File: config.mk
export PLATFORM = sky130hd
export DESIGN_NAME = sys_array_feeder
export DESIGN_NICKNAME = d
export VERILOG_FILES = /design/src/rtl/sys_array_feeder.sv
export SDC_FILE = /design/constraint.sdc
export NUM_CORES = 1
export LEC_CHECK = 0
export ABC_AREA = 1
export ABC_CLOCK_PERIOD_IN_PS = 6000
export CORE_ASPECT_RATIO = 1.75
export CORE_MARGIN = 1.5
export CORE_UTILIZATION = 40
export DETAILED_ROUTE_END_ITERATION = 12
export GPL_TIMING_DRIVEN = 0
export PLACE_DENSITY_LB_ADDON = 0.08
export SYNTH_ARGS = -nofsm -noshare
export SYNTH_HDL_FRONTEND = slang
export SYNTH_SLANG_ARGS = --single-unit
File: constraint.sdc
create_clock -name clk -period 6 [get_ports clk]
set_clock_uncertainty 0.1 [all_clocks]
set_input_delay 1.2 -clock clk [delete_from_list [all_inputs] [get_ports clk]]
set_output_delay 1.2 -clock clk [all_outputs]
set_load 0.02 [all_outputs]
File: src/rtl/sys_array_feeder.sv
// ============================================================================
// Module   : sys_array_feeder
// Purpose  : Buffers one ARRAY_A_W x ARRAY_A_L matrix and streams it into the
//            systolic array with diagonal skew, then drains with zeros.
// Revision : 1.0 - initial release
// ============================================================================
`default_nettype none

module sys_array_feeder #(
    parameter int DATA_WIDTH   = 8,
    parameter int ARRAY_A_W    = 4,
    parameter int ARRAY_A_L    = 4,
    parameter int DRAIN_CYCLES = 4,
    localparam int ROW_W = (ARRAY_A_W > 1) ? $clog2(ARRAY_A_W) : 1,
    localparam int COL_W = (ARRAY_A_L > 1) ? $clog2(ARRAY_A_L) : 1
) (
    input  logic                                   clk,
    input  logic                                   reset,
    input  logic                                   wr_en,
    input  logic [ROW_W-1:0]                       wr_row,
    input  logic [COL_W-1:0]                       wr_col,
    input  logic [DATA_WIDTH-1:0]                  wr_data,
    input  logic                                   start,
    output logic                                   busy,
    output logic                                   done,
    output logic                                   data_valid,
    output logic [0:ARRAY_A_W-1][DATA_WIDTH-1:0]   input_data
);

    localparam int C_STEPS  = ARRAY_A_W + ARRAY_A_L - 1;
    localparam int C_STEP_W = $clog2(C_STEPS + 1);
    localparam int C_DRN_W  = $clog2(DRAIN_CYCLES + 1);

    typedef enum logic [1:0] {
        IDLE   = 2'd0,
        STREAM = 2'd1,
        DRAIN  = 2'd2
    } state_t;

    state_t                                 r_state;
    logic [C_STEP_W-1:0]                    r_step;
    logic [C_DRN_W-1:0]                     r_drain;
    logic                                   r_busy;
    logic                                   r_done;
    logic                                   r_valid;
    logic [0:ARRAY_A_W-1][DATA_WIDTH-1:0]   r_data;
    logic [DATA_WIDTH-1:0]                  r_mem [ARRAY_A_W][ARRAY_A_L];

    logic                                   w_wr_ok;
    logic                                   w_bypass;
    logic [C_STEP_W-1:0]                    w_off;
    logic [0:ARRAY_A_W-1][DATA_WIDTH-1:0]   w_vec;
    logic [0:ARRAY_A_W-1][DATA_WIDTH-1:0]   w_step0;

    assign w_wr_ok = wr_en && (r_state == IDLE)
                  && ({1'b0, wr_row} < (ROW_W + 1)'(ARRAY_A_W))
                  && ({1'b0, wr_col} < (COL_W + 1)'(ARRAY_A_L));

    // A write landing on A[0][0] in the start edge must reach lane 0 at step 0.
    assign w_bypass = w_wr_ok && (wr_row == '0) && (wr_col == '0);

    always_ff @(posedge clk) begin
        if (w_wr_ok) begin
            r_mem[wr_row][wr_col] <= wr_data;
        end
    end

    always_comb begin
        w_step0    = '0;
        w_step0[0] = w_bypass ? wr_data : r_mem[0][0];
    end

    // Lane r at step t carries column t-r when that column exists.
    always_comb begin
        w_vec = '0;
        w_off = '0;
        for (int r = 0; r < ARRAY_A_W; r++) begin
            w_off = r_step - C_STEP_W'(r);
            if ((r_step >= C_STEP_W'(r)) && (w_off < C_STEP_W'(ARRAY_A_L))) begin
                w_vec[r] = r_mem[r][w_off[COL_W-1:0]];
            end
        end
    end

    always_ff @(posedge clk) begin
        if (reset) begin
            r_state <= IDLE;
            r_step  <= '0;
            r_drain <= '0;
            r_busy  <= 1'b0;
            r_done  <= 1'b0;
            r_valid <= 1'b0;
            r_data  <= '0;
        end else begin
            r_done <= 1'b0;
            case (r_state)
                IDLE: begin
                    if (start) begin
                        r_data  <= w_step0;
                        r_valid <= 1'b1;
                        r_busy  <= 1'b1;
                        r_step  <= C_STEP_W'(1);
                        r_state <= STREAM;
                    end
                end
                STREAM: begin
                    if (r_step == C_STEP_W'(C_STEPS)) begin
                        r_data  <= '0;
                        r_valid <= 1'b0;
                        r_drain <= C_DRN_W'(1);
                        r_state <= DRAIN;
                    end else begin
                        r_data <= w_vec;
                        r_step <= r_step + 1'b1;
                    end
                end
                DRAIN: begin
                    if (r_drain == C_DRN_W'(DRAIN_CYCLES)) begin
                        r_busy  <= 1'b0;
                        r_done  <= 1'b1;
                        r_step  <= '0;
                        r_state <= IDLE;
                    end else begin
                        r_drain <= r_drain + 1'b1;
                    end
                end
                default: begin
                    r_state <= IDLE;
                end
            endcase
        end
    end

    assign busy       = r_busy;
    assign done       = r_done;
    assign data_valid = r_valid;
    assign input_data = r_data;

endmodule

`default_nettype wire

## Yosys cells after proc, flatten, opt, wreduce, memory -nomap -nowiden

Memories as Yosys holds them, arrays and structs flattened.
Cells that the tools add are included.

- Memories: 1
- Flip-flop bits (word level): 43
- Output and inout port bits: 35
- Input bits: 16
- Word-level logic and storage cells: 108
- Bits in writable memories: 128

Memory list:

| name | depth | bits a word | rd ports | clocked after Yosys merged registers in | write ports | line | RTL |
|---|---|---|---|---|---|---|---|
| r_mem | 4 | 32 | 4 | 0 | 1 | 47 | `logic [DATA_WIDTH-1:0] r_mem [ARRAY_A_W][ARRAY_A_L];` |

- Bitwise operators: 6
- Eq/ne operators: 9
- Reduce and logical (&&, ||, !) cells: 22
- Mux-type cells: 41
- Add/subtract/negate cells: 5
- $lt $le $gt $ge: 14

Operators with widths:

| cell | number |
|---|---|
| $mux 8 | 14 |
| $mux 32 | 3 |
| $bmux 8 s2 | 4 |
| $pmux 32 s2 | 1 |
| $demux 8 s2 | 1 |
| $ge 3x3->1 const B | 5 |
| $mux 3 | 5 |
| $not 2->3 | 5 |
| $lt 3x3->1 const B | 4 |
| $reduce_and 3->1 | 4 |
| $ne 2x2->1 const B | 5 |
| $pmux 3 s3 | 1 |
| $logic_and 1x1->1 | 8 |
| $add 3x1->3 const B | 2 |
| $eq 3x3->1 const B | 2 |
| $ge 3x1->1 const B | 2 |
| $ge 3x2->1 const B | 2 |
| $logic_not 2->1 | 3 |
| $mux 2 | 3 |
| $pmux 2 s3 | 1 |
| $pmux 3 s2 | 1 |
| $reduce_bool 2->1 | 3 |
| $sub 3x2->3 const B | 2 |
| $mux 1 | 5 |
| 10 further kinds | 11 |

## Logic depth before layout (Yosys ltp)

Gate-level depths: netlist (run 1).

- Depth in word-level cells: 8
- Mapped depth: 11
- Depth with buffers taken out: 10

## Worst setup path after synthesis (run 1)

Ideal clock, no wire load.

- Kind: input-to-reg
- Start: input port wr_row[0]
- End: memory r_mem[1][0] (netlist name) (enable)
- Library setup time: 370 ps
- Stages: 3
- Path slack: 3612 ps
- Required time: 5530 ps
- Arrival: 1917 ps
- Buffers on the path: 0
- Path through: inv_1 or2_2 nor2_1

RTL lines:

| element | line | RTL |
|---|---|---|
| start: declaration | 20 | `input logic [ROW_W-1:0] wr_row,` |
| end: declaration | 47 |  |

Straight into the memory's write port.

## Final worst setup path (run 1)

- Start: input port wr_en
- End: memory r_mem[3][9] (netlist name) (enable)

- Longest elaborated chain between the ends: 3

RTL lines:

| element | line | RTL |
|---|---|---|
| start: declaration | 19 | `input logic wr_en,` |
| $logic_and 1x1->1 | 55 | `assign w_wr_ok = wr_en && (r_state == IDLE)` |
| $mux 1 | 63 | `if (w_wr_ok) begin` |
| $mux 32 (implied by the code) | 64 | `r_mem[wr_row][wr_col] <= wr_data;` |

Every way passes these cells.

==> impl_metrics.csv, run 1 <==
group,metric,value,unit
status,status,"completed",
worst_setup_path,critPathBufInv,2,
timing,min_period,2.80,ns
synth,netlist.area_leader.share,55.1,%
cts,cts_made_buffers,17,
global_routing,grt_pass1_vias,4849,
timing,fin_tns_setup,0,ns
detailed_routing,vias,4882,
synth,post-synth-top-area-cell,"edfxtp_1",
floorplan,rows,63,
timing,post-route-period-util,46.7,%
worst_setup_path,ff2ff_path_depth,9,
worst_setup_path,critPathCaptureType,"register",
cts,cts_setup_buffers,0,
detailed_routing,wl,16700,µm
synth,synth_flop_cell,"edfxtp_1",
floorplan,die_w,103,µm
layout,fillers,1589,
worst_setup_path,critical_path_required,5.95,ns
cts,cts-resized-gates,0,
synth,netlist_area,6970,µm²
detailed_routing,vias_per_cell,4.98,
layout,mostFrequentLayoutCell,"nand2_1",
detailed_routing,ant_nets,0,
power_and_ir_drop,total_power,3.49,mW
floorplan,die_h,178,µm
global_routing,grtUsageMet2,34.8,%
cts,clk_latency,0.42,ns
power_and_ir_drop,powerDensity,419,nW/µm²
synth,syn_area_per_cell,10.4,µm²
global_routing,use_met1,23.1,%
worst_setup_path,arrival,2.75,ns
timing,setup_viol,0,
floorplan,coreArea,17000,µm²
detailed_routing,wire_per_inst,17.0,µm
worst_setup_path,start_kind,"input pin",
detailed_routing,first_pass_iters,5,
global_routing,antenna_found_initial,0,
synth,ys_top_cells_by_area,"edfxtp_1, dfxtp_1, nand2_1",
layout,drive_gt1_share,8.22,%
timing,finalHoldViolCount,0,
cts,ctsHoldBuffers,0,
timing,fmax,357,MHz
power_and_ir_drop,leakagePower,3.04,nW
layout,final_cell_mix,"nand2_1, edfxtp_1, nor2_1, o21ai_0, clkdlybuf4s50_1",
timing,worstMarginPinSlew,0.897,ns
floorplan,die-area,18300,µm²
timing,drv_slew,0,
cts,cts.clk_slew.worst_paths,0.07,ns
cts,clockRootBuffer,"clkbuf_16",
place,dp_hpwl,11800,µm
synth,synthesis.nets,699,
global_routing,grt_max_degree,18,
synth,synth-edff-count,128,
layout,nNetsFinal,768,
global_routing,grt-busiest-layer,"met2",
worst_setup_path,critPathTopFamily,"simple AND/OR/NAND/NOR gates",
cts,cts.sinks,171,
global_routing,grt_pass1_wl,26000,µm
detailed_routing,drt_iter0_drc,220,
detailed_routing,drcViolationCount,0,
flow_run,cap_violations,0,
cts,cts_buffer_depth,2,
worst_setup_path,cp_slowest_cell,"nor2_1",
power_and_ir_drop,ir_worst_vdd,0.187,mV
hold_path,hp-class,"reg2reg",
layout,diodes,0,
global_routing,track_usage,19.6,%
layout,area.growth.synth_to_final,19.5,%
cts,cts_tree,"built",
worst_setup_path,r2r_slack,3.23,ns
global_routing,grt_overflow,0,
synth,yosysUniqueCellTypes,31,
timing,maxSlewHeadroom,40.0,%
worst_setup_path,cpPeakStageDelay,0.66,ns
floorplan,io_pins,51,
synth,ys_seq_area_share,67.5,%
floorplan,floorplan.initialDensity,40.9,%
worst_setup_path,cp_cell_sequence,"clkdlybuf4s50_1 -> nand2_1 -> inv_2 -> nand3_1 -> nor2_1",
worst_setup_path,cp_max_fo,8,
synth,async_reset_ff_share,0,%
hold_path,holdPathStages,2,
worst_setup_path,worst-path-stages,5,
timing,rsz0062_at_grt,"no",
synth,synthCells,672,
synth,yosys_warnings,0,
worst_setup_path,critPathKind,"in2reg",
place,portBuffers,50,
place,gp_congestion,0.830,
global_routing,grt_util_met3,2.99,%
cts,htreeDepth,4,
synth,synth-seq-cells,171,
## metrics by stage
step	instance area (µm²)	hold WS, ns	worst slack [ns]	cells	util, %
finish	8330	0.364	3.20	981	48.9
global route	8330	0.378	2.93	981	48.9
CTS	8330	0.361	3.19	981	48.9
detailed placement	7750	0.351	2.75	949	45.5
global placement	7750	0.354	2.75	949	45.5
floorplan	6970	0.362	3.61	672	-
## layer usage
metal,vias up,share of wire [%]
met5,-,0
met1,2333,41
li1,2400,-
met2,128,53
met4,0,2.7
met3,21,3.7
## cells in the mapped netlist (2+ instances only)
library cell	n
clkbuf_1	12
or2_2	2
buf_4	2
dfxtp_1	43
buf_2	11
a21oi_1	32
inv_1	32
buf_6	3
nand3_1	10
edfxtp_1	128
nor2_2	3
nand2_2	2
o21ai_1	7
nor2_1	115
o21ai_0	78
o22ai_1	8
inv_2	4
nand2_1	157
ha_1	11
## worst reg2reg max path, cell delays in order, from the launching register on
cell,delay (ns)
dfxtp_1,0.38
buf_4,0.18
clkinv_1,0.26
buf_2,0.30
ha_1,0.42
buf_1,0.43
o21ai_0,0.16
o21ai_0,0.25
nand2_1,0.09
a21oi_1,0.12
## power by group
part	switching, mW	internal (mW)	leakage (nW)
Clock	0.472	0.591	0.287
Combinational	0.705	0.339	1.25
Sequential	0.0373	1.35	1.50
Total	1.21	2.28	3.04
## worst paths after layout
path	startpoint	end
worst max-delay path	wr_en	r_mem[3][9]$_DFFE_PP_
worst min-delay path	data_valid$_SDFFE_PP0P_	data_valid$_SDFFE_PP0P_
worst max register to register	r_step[1]$_SDFFE_PP0P_	input_data[3]$_SDFFE_PP0P_
worst min register to register	data_valid$_SDFFE_PP0P_	data_valid$_SDFFE_PP0P_
## cell type report
type / instances / area, µm² / area share, %
Timing Repair Buffer: 50 / 500 / 6.01
Tap cell: 227 / 284 / 3.41
Inverter: 37 / 139 / 1.67
Clock buffer: 20 / 480 / 5.77
Multi-Input combinational cell: 435 / 1970 / 23.7
Clock inverter: 12 / 96.3 / 1.16
Sequential cell: 171 / 4700 / 56.5
Buffer: 29 / 153 / 1.83
## flip-flops by register name, summed over array words and instances, names as in the netlist
register,flops
busy,1
data_valid,1
done,1
input_data,32
r_drain,3
r_mem,128
r_state,2
r_step,3
## cells by family after synthesis
kind of cell             count (synthesis)  share of synthesized area [%]
AND/OR/NAND/NOR                        295                           16.8
AO/OA/AOI/OAI                          128                           9.42
adder cells (fa/ha/maj)                 11                           1.97
XOR/XNOR                                 1                          0.126
flip-flops                             171                           67.5
buffers and inverters                   66                           4.18
(Power assumes the default switching activity.)
==> inputs of run 2 (changes only) <==
--- a/config.mk
+++ b/config.mk
@@ -6,7 +6,7 @@
 export NUM_CORES = 1
 export LEC_CHECK = 0
 export ABC_AREA = 1
-export ABC_CLOCK_PERIOD_IN_PS = 6000
+export ABC_CLOCK_PERIOD_IN_PS = 2450
 export CORE_ASPECT_RATIO = 1.75
 export CORE_MARGIN = 1.5
 export CORE_UTILIZATION = 40
==> constraint.sdc (replaced) <==
create_clock -name clk -period 2.45 [get_ports clk]
set_clock_uncertainty 0.1 [all_clocks]
set_input_delay 0.49 -clock clk [delete_from_list [all_inputs] [get_ports clk]]
set_output_delay 0.49 -clock clk [all_outputs]
set_load 0.02 [all_outputs]
==> impl_metrics.csv, run 2 (synthesis gave the netlist of run 1 again) <==
group,metric,value,unit
detailed_routing,wire_per_inst,17.0,µm
power_and_ir_drop,leakagePower,3.05,nW
layout,area.growth.synth_to_final,19.8,%
power_and_ir_drop,ir_worst_vdd,0.458,mV
floorplan,die-area,18300,µm²
place,dp_hpwl,11800,µm
worst_setup_path,cp_cell_sequence,"inv_1 -> ha_1 -> nand2_1 -> inv_2 -> nand3_1 -> nor2_1",
power_and_ir_drop,power.share.combinational,30.2,%
layout,seq_area,4710,µm²
cts,cts_buffer_depth,2,
floorplan,die_h,178,µm
detailed_routing,drcViolationCount,0,
power_and_ir_drop,powerDensity,1030,nW/µm²
floorplan,io_pins,51,
cts,cts_made_buffers,17,
worst_setup_path,critPathKind,"reg2reg",
detailed_routing,vias_per_cell,4.95,
detailed_routing,ant_nets,0,
timing,maxSlewHeadroom,40.5,%
layout,regMostFlops,"r_mem",
timing,finalHoldViolCount,0,
worst_setup_path,cpPeakStageDelay,0.67,ns
layout,multi_input_area,1980,µm²
timing,worstMarginPinSlew,0.890,ns
detailed_routing,dr.max_layer_used,"met4",
floorplan,rows,63,
cts,cts_tree,"built",
power_and_ir_drop,seqPwrFrac,39.5,%
timing,rsz0062_at_grt,"no",
timing,setup_viol,0,
layout,fillers,1591,
place,gp_congestion,0.830,
worst_setup_path,critPathCaptureType,"register",
timing,fin_tns_setup,0,ns
layout,nNetsFinal,768,
layout,diodes,0,
status,status,"completed",
worst_setup_path,cp_slowest_cell,"nor2_1",
detailed_routing,drt_iter0_drc,229,
power_and_ir_drop,swShare,34.7,%
detailed_routing,vias,4853,
layout,largest_register_ffs,128,
timing,post-route-period-util,94.3,%
global_routing,grt_pass1_vias,4848,
global_routing,grt_overflow,0,
layout,drive_gt1_share,9.02,%
detailed_routing,routed-wl-met2,8790,µm
worst_setup_path,cp_max_fo,8,
power_and_ir_drop,pwr-share-clk,30.3,%
place,place_ws,-0.328,ns
floorplan,coreArea,17000,µm²
cts,cts.sinks,171,
cts,cts_setup_buffers,0,
detailed_routing,wl_met3,567,µm
timing,fin_ws,0.141,ns
cts,htreeDepth,4,
worst_setup_path,start_kind,"register",
global_routing,grt_max_degree,18,
detailed_routing,met1_length,6880,µm
timing,min_period,2.31,ns
flow_run,cap_violations,0,
cts,ctsHoldBuffers,0,
layout,final_cell_mix,"nand2_1, edfxtp_1, nor2_1, o21ai_0, clkdlybuf4s50_1",
place,portBuffers,50,
global_routing,track_usage,19.6,%
hold_path,hp-class,"reg2reg",
cts,clockRootBuffer,"clkbuf_16",
power_and_ir_drop,switchingPower,2.98,mW
worst_setup_path,critical_path_required,2.40,ns
floorplan,floorplan.initialDensity,40.9,%
worst_setup_path,arrival,2.26,ns
timing,fmax,433,MHz
worst_setup_path,r2r_slack,0.14,ns
cts,clk_latency,0.43,ns
detailed_routing,first_pass_iters,5,
power_and_ir_drop,internal_power,5.61,mW
floorplan,die_w,103,µm
cts,cts.clk_slew.worst_paths,0.08,ns
layout,mostFrequentLayoutCell,"nand2_1",
global_routing,antenna_found_initial,0,
timing,drv_slew,0,
detailed_routing,wl,16700,µm
global_routing,grt_pass1_wl,26000,µm
[run 2: cell types whose count changed in the layout (fill, tap and decap cells not counted), moves of 2 or more]
cell	previous run	this run
clkbuf_4	0	3
o21ai_0	78	75
clkbuf_1	12	10
o21ai_1	7	10
[run 2: worst paths after layout]
kind,from,to,depth (start not counted)
worst max-delay path,r_state[0]$_SDFFE_PP0P_,r_mem[3][9]$_DFFE_PP_,6
worst min register to register,data_valid$_SDFFE_PP0P_,data_valid$_SDFFE_PP0P_,2
worst min-delay path,data_valid$_SDFFE_PP0P_,data_valid$_SDFFE_PP0P_,2
worst max register to register,r_state[0]$_SDFFE_PP0P_,r_mem[3][9]$_DFFE_PP_,6
[run 2: critical path: cells and delay by family, from the launching register on]
family | cells | cell delay, ns
fa+ha+maj | 1 | 0.25
flops | 1 | 0.32
buf+inv | 2 | 0.27
simple gates | 3 | 1.02
[run 2: power groups by stage]
stage	Combinational [mW]	Sequential [mW]	Clock [mW]
3_3_place_gp	2.52	3.45	0
3_5_place_dp	2.56	3.46	0
2_1_floorplan	1.54	3.55	0
6_report	2.59	3.39	2.60
4_1_cts	2.58	3.39	2.66
5_1_grt	2.92	3.41	2.76
[run 2: routing by layer]
layer	vias to the layer above	track usage [%]
li1	2400	-
met1	2309	23.1
met2	123	34.8
met3	21	2.99
met4	0	8.61
met5	-	0
[run 2: timing repair]
| item | CTS | global route |
|---|---|---|
| hold endpoints to repair | 0 | 0 |
| endpoints found under the setup margin | 17 | 16 |
| gates resized for setup | 4 | 12 |
| gates cloned | 0 | 0 |
[run 2: cell type report]
cell class              count  area share (%)
clock inverters            12            1.15
flip-flops and latches    171            56.4
inverters                  37            1.68
multi-input cells         435            23.7
clock buffers              20            5.75
well taps                 227            3.40
repair buffers             50            5.99
plain buffers              29            1.99
[run 2: stage by stage]
step | cells | power (mW) | instance area [µm²] | utilization (%) | hold slack, ns
CTS | 981 | 8.63 | 8340 | 49.0 | 0.361
detailed placement | 949 | 6.01 | 7750 | 45.5 | 0.351
floorplan | 672 | 5.10 | 6970 | - | 0.362
global route | 981 | 9.09 | 8350 | 49.0 | 0.378
finish | 981 | 8.59 | 8350 | 49.0 | 0.362
global placement | 949 | 5.97 | 7750 | 45.5 | 0.354
